<file path="config.mk">
export PLATFORM = sky130hd
export DESIGN_NAME = regs_seq
export DESIGN_NICKNAME = d
export VERILOG_FILES = /design/src/rtl/regs_seq.sv
export SDC_FILE = /design/constraint.sdc
export NUM_CORES = 1
export LEC_CHECK = 0
export CORE_MARGIN = 2
export CORE_UTILIZATION = 47
export CTS_BUF_LIST = sky130_fd_sc_hd__clkbuf_16
export DETAILED_ROUTE_END_ITERATION = 8
export MAX_ROUTING_LAYER = met4
export PLACE_DENSITY = 0.9
export SLEW_MARGIN = 10
export SYNTH_ARGS = -nofsm -noshare
export SYNTH_HDL_FRONTEND = slang
export SYNTH_SLANG_ARGS = --single-unit
</file>
<file path="constraint.sdc">
create_clock -name clk_sys -period 5.24 [get_ports clk_sys]
set_input_delay 1.572 -clock clk_sys [delete_from_list [all_inputs] [get_ports clk_sys]]
set_output_delay 1.572 -clock clk_sys [all_outputs]
set_load 0.01 [all_outputs]
</file>
<file path="src/rtl/regs_seq.sv">
// regs_seq: two-port access sequencer for the 8x16 user register file.
// Port A (microprogram) has priority; port B (panel/debug) is forced
// through after STARVE_LIMIT consecutive A grants made while B waited.
// Every access runs SETUP -> STROBE (STROBE_CYC cycles) -> HOLD -> ACK.
module regs_seq #(
    parameter int STROBE_CYC   = 2,
    parameter int STARVE_LIMIT = 4
) (
    input  logic        clk_sys,
    input  logic        _reset,
    input  logic        a_req,
    input  logic        a_we,
    input  logic [2:0]  a_sel,
    input  logic [15:0] a_wdata,
    output logic        a_ack,
    output logic [15:0] a_rdata,
    input  logic        b_req,
    input  logic        b_we,
    input  logic [2:0]  b_sel,
    input  logic [15:0] b_wdata,
    output logic        b_ack,
    output logic [15:0] b_rdata,
    output logic        busy,
    output logic [15:0] w,
    output logic        ra,
    output logic        rb,
    output logic        piszrn,
    output logic        piszrw,
    output logic        czytrn,
    output logic        czytrw,
    input  logic [15:0] l
);

    typedef enum logic [2:0] {
        IDLE   = 3'd0,
        SETUP  = 3'd1,
        STROBE = 3'd2,
        HOLD   = 3'd3,
        ACK    = 3'd4
    } state_t;

    localparam logic [3:0] STROBE_LAST = 4'(STROBE_CYC - 1);
    localparam logic [3:0] STARVE_MAX  = 4'(STARVE_LIMIT);

    state_t      state, state_nx;
    logic [3:0]  cnt, cnt_nx;
    logic [3:0]  starve, starve_nx;
    logic        grant, grant_b;
    logic        req_we, req_h;
    logic [1:0]  req_adr;
    logic [15:0] req_wdata;
    logic        g_b, g_we, g_h;
    logic        strobe_last;

    assign busy        = (state != IDLE);
    assign strobe_last = (state == STROBE) && (cnt == 4'd0);

    // Arbitration in IDLE: starved B first, then A, then B; maintain starve count.
    always_comb begin
        grant     = 1'b0;
        grant_b   = 1'b0;
        starve_nx = starve;
        if (state == IDLE) begin
            if (b_req && (starve == STARVE_MAX)) begin
                grant     = 1'b1;
                grant_b   = 1'b1;
                starve_nx = 4'd0;
            end else if (a_req) begin
                grant = 1'b1;
                if (b_req)
                    starve_nx = (starve == STARVE_MAX) ? starve : starve + 4'd1;
                else
                    starve_nx = 4'd0;
            end else if (b_req) begin
                grant     = 1'b1;
                grant_b   = 1'b1;
                starve_nx = 4'd0;
            end
        end
    end

    // Request fields of whichever port wins this cycle.
    always_comb begin
        req_we    = grant_b ? b_we : a_we;
        req_h     = grant_b ? b_sel[2] : a_sel[2];
        req_adr   = grant_b ? b_sel[1:0] : a_sel[1:0];
        req_wdata = grant_b ? b_wdata : a_wdata;
    end

    // Next-state logic; cnt counts down the remaining strobe cycles.
    always_comb begin
        state_nx = state;
        cnt_nx   = cnt;
        case (state)
            IDLE:   if (grant) state_nx = SETUP;
            SETUP: begin
                state_nx = STROBE;
                cnt_nx   = STROBE_LAST;
            end
            STROBE: begin
                if (cnt == 4'd0) state_nx = HOLD;
                else             cnt_nx   = cnt - 4'd1;
            end
            HOLD:   state_nx = ACK;
            ACK:    state_nx = IDLE;
            default: state_nx = IDLE;
        endcase
    end

    // State register, strobe counter and starvation counter.
    always_ff @(posedge clk_sys or negedge _reset) begin
        if (!_reset) begin
            state  <= IDLE;
            cnt    <= 4'd0;
            starve <= 4'd0;
        end else begin
            state  <= state_nx;
            cnt    <= cnt_nx;
            starve <= starve_nx;
        end
    end

    // Latch the granted port and access type; inputs are ignored afterwards.
    always_ff @(posedge clk_sys or negedge _reset) begin
        if (!_reset) begin
            g_b  <= 1'b0;
            g_we <= 1'b0;
            g_h  <= 1'b0;
        end else if (grant) begin
            g_b  <= grant_b;
            g_we <= req_we;
            g_h  <= req_h;
        end
    end

    // Register-file address/data bus: loaded at grant, stable through ACK.
    always_ff @(posedge clk_sys or negedge _reset) begin
        if (!_reset) begin
            w  <= 16'd0;
            ra <= 1'b0;
            rb <= 1'b0;
        end else if (grant) begin
            w  <= req_we ? req_wdata : 16'd0;
            ra <= req_adr[1];
            rb <= req_adr[0];
        end
    end

    // Strobes and acks registered from next state so they are glitch-free.
    always_ff @(posedge clk_sys or negedge _reset) begin
        if (!_reset) begin
            piszrn <= 1'b0;
            piszrw <= 1'b0;
            czytrn <= 1'b0;
            czytrw <= 1'b0;
            a_ack  <= 1'b0;
            b_ack  <= 1'b0;
        end else begin
            piszrn <= (state_nx == STROBE) &&  g_we && !g_h;
            piszrw <= (state_nx == STROBE) &&  g_we &&  g_h;
            czytrn <= (state_nx == STROBE) && !g_we && !g_h;
            czytrw <= (state_nx == STROBE) && !g_we &&  g_h;
            a_ack  <= (state_nx == ACK) && !g_b;
            b_ack  <= (state_nx == ACK) &&  g_b;
        end
    end

    // Read data captured from l on the final strobe cycle of a read.
    always_ff @(posedge clk_sys or negedge _reset) begin
        if (!_reset) begin
            a_rdata <= 16'd0;
            b_rdata <= 16'd0;
        end else if (strobe_last && !g_we) begin
            if (g_b) b_rdata <= l;
            else     a_rdata <= l;
        end
    end

    // At most one register-file strobe may be active in any cycle.
    a_strobe_onehot: assert property (@(posedge clk_sys) disable iff (!_reset)
        $onehot0({piszrn, piszrw, czytrn, czytrw}));

endmodule

</file>
==> results.sh <==
export IMPL_antennaDiodeCount=0
export IMPL_path_max_fanout=16
export IMPL_dp_slack_ns=1.64
export IMPL_design_portCount=117
export IMPL_ys_seq_area_share_pct=57.2
export IMPL_r2r_slack_ns=2.79
export IMPL_setup_worst_path_start="state[0]"
export IMPL_dieWidth_um=84.7
export IMPL_hold_viol=0
export IMPL_ys_flop_type="dfrtp_1"
export IMPL_swShare_pct=31.5
export IMPL_synthAdderAreaFrac_pct=1.23
export IMPL_synth_area_per_cell_sq_um=12.8
export IMPL_final_cell_mix="clkdlybuf4s50_1, dfrtp_1, mux2_2, and3_1, a221o_1"
export IMPL_wl_per_cell_um=16.9
export IMPL_finalClockSkew_ns=0.00634
export IMPL_final_util_pct=72.3
export IMPL_grt_pass1_wl_um=11800
export IMPL_num_rows=29
export IMPL_dpl_hpwl_um=5180
export IMPL_synth_top_family_by_area="multiplexers"
export IMPL_setup_viol=0
export IMPL_timing_rr_end="b_rdata[9]"
export IMPL_grt_pass1_vias=2294
export IMPL_slew_viol_final=0
export IMPL_arrival_ns=2.15
export IMPL_synth_xor_area_share_pct=0.286
export IMPL_min_period_ns=3.73
export IMPL_critical_path_class="flip-flop to primary output"
export IMPL_viasPerCell=5.41
export IMPL_worst_slack_ns=1.51
export IMPL_final_common_cell="clkdlybuf4s50_1"
export IMPL_min_path_type="flip-flop to flip-flop"
export IMPL_synthDistinctLibCells=44
export IMPL_clkSinkCount=70
export IMPL_insertion_delay_ns=0.33
export IMPL_grt_max_degree=40
export IMPL_irDropWorstVdd_mv=0.429
export IMPL_ant_nets=0
export IMPL_tns_ns=0
export IMPL_drc=0
export IMPL_dieArea_sq_um=7170
export IMPL_postCtsHoldBufs=0
export IMPL_drt_initial_drc_count=133
export IMPL_grt_ovfl_total=0
export IMPL_io_buffers=116
export IMPL_clockPowerShare_pct=23.8
export IMPL_start_util_pct=48.5
export IMPL_cts_htree_levels=3
export IMPL_drv_cap=0
export IMPL_final_layout_size_suffix_gt1_share_pct=15.6
export IMPL_worstReg2RegStart="cnt[0]"
export IMPL_pwr_share_seq_pct=36.1
export IMPL_cellLeakagePower_nw=2.06
export IMPL_place_congestion=0.772
export IMPL_ctsResizeCount=0
export IMPL_dieHeight_um=84.7
export IMPL_p_sw_mw=0.859
export IMPL_synth_cell_area_sq_um=3060
export IMPL_area_delta_synth_final_pct=49.2
export IMPL_cts_buffers_inserted=9
export IMPL_min_period_over_period_pct=71.1
export IMPL_status="complete, no violations"
export IMPL_synth_mux_area_share_pct=13.7
export IMPL_yosys_warnings=0
export IMPL_grt_usage_pct=21.6
export IMPL_cts_setup_buffers=0
export IMPL_synth_nets=302
export IMPL_crit_path_end_kind="primary output"
export IMPL_yosys_area_share_simple_pct=11.3
export IMPL_nNetsFinal=416
export IMPL_tightest_slew_ns=0.959
export IMPL_rsz0062_at_grt="false"
export IMPL_intPower_mw=1.87
export IMPL_cp_required_ns=3.67
export IMPL_async_flop_share_pct=100
export IMPL_synth_edff_count=0
export IMPL_synth_compound_area_share_pct=11.8
export IMPL_reg2reg_depth=6
export IMPL_antenna_found_initial=0
export IMPL_synthCells=239
export IMPL_ys_seq_elements=70
export IMPL_pwr_share_comb_pct=40.1
export IMPL_cts_tree="done"
export IMPL_cts_buffer_depth=2
export IMPL_drt_pass1_iter_count=4
export IMPL_fmax_mhz=268
export IMPL_critPathCapture="busy"
export IMPL_core_area_sq_um=6310
export IMPL_vias=2352
export IMPL_power_density_nw_per_um2=598
export IMPL_cts_root_buffer="clkbuf_16"
export IMPL_wirelength_um=7350
export IMPL_slew_headroom_pct=36.1
export IMPL_path_clk_slew_ns=0.06
export IMPL_cp_start_kind="flip-flop"
## power groups by stage
stage / logic, mW / clock network, mW / registers, mW
floorplan: 0.489 / 0 / 1.02
global placement: 1.06 / 0 / 0.975
detailed placement: 1.10 / 0 / 0.990
CTS: 1.11 / 0.660 / 0.985
global route: 1.17 / 0.686 / 1.02
finish: 1.10 / 0.650 / 0.987
## area by class of cell
type                            instances  area (sq um)
Tap cell                               77          96.3
Inverter                               11          41.3
Sequential cell                        70          1750
Timing Repair Buffer                  119          1180
Fill cell                             431          1750
Clock buffer                            9           225
Multi-Input combinational cell        142          1180
Clock inverter                          7          97.6
## metal layers
metal / track usage (%) / routed length (um) / vias up
met3: 3.83 / 364 / 11
li1: - / - / 1113
met2: 35.6 / 3810 / 80
met5: - / 0 / -
met4: 7.65 / 121 / 0
met1: 26.8 / 3050 / 1148
## kinds of logic (layout without fill, tap and decap cells)
group / count (synthesis) / count (layout)
buf+inv: 27 / 146
xor+xnor: 1 / 1
compound gates: 46 / 46
fa+ha+maj: 3 / 3
simple gates: 58 / 58
mux: 34 / 34
flops: 70 / 70
## critical path, cell delays in order, from the launching register on
cell             delay [ns]
dfrtp_1                0.56
nor3_1                 0.63
inv_1                  0.13
clkdlybuf4s50_1        0.51
## worst min path at each step
stage               startpoint          to  slack, ns  depth (start not counted)
floorplan            starve[3]   starve[3]       0.44                          1
global placement     starve[3]   starve[3]       0.46                          1
detailed placement          rb          rb       0.49                          2
CTS                         rb          rb       0.51                          2
global route        a_rdata[5]  a_rdata[5]       0.51                          1
finish                      rb          rb       0.50                          2
## synth_stat cells, drive strengths merged, types with 3 or more instances
cell type	count	area, sq um
a21oi	4	20.0
inv	11	41.3
nor3	7	40.0
o311ai	3	26.3
ha	3	37.5
dfrtp	70	1750
mux2	33	409
and3	16	100
nand2	14	52.6
nor2	6	22.5
nor4b	4	50.1
buf	7	61.3
o21ai	8	40.0
clkbuf	9	33.8
a221o	15	150
a22oi	3	22.5
## per-stage QoR
step	cell area, sq um	instances	power (mW)	hold WS (ns)
after CTS	4570	435	2.76	0.506
final	4570	435	2.73	0.496
after global routing	4570	435	2.88	0.512
after floorplan	3060	239	1.51	0.443
after detailed placement	4240	419	2.09	0.490
after global placement	4240	419	2.04	0.457
## registers in the layout (all words and copies together), names as in the netlist, 3 cells and up
register and cells:
a_rdata 16, starve 4, state 3, cnt 4
w 16, b_rdata 16
Note: power is estimated with default switching activity, not from simulation.
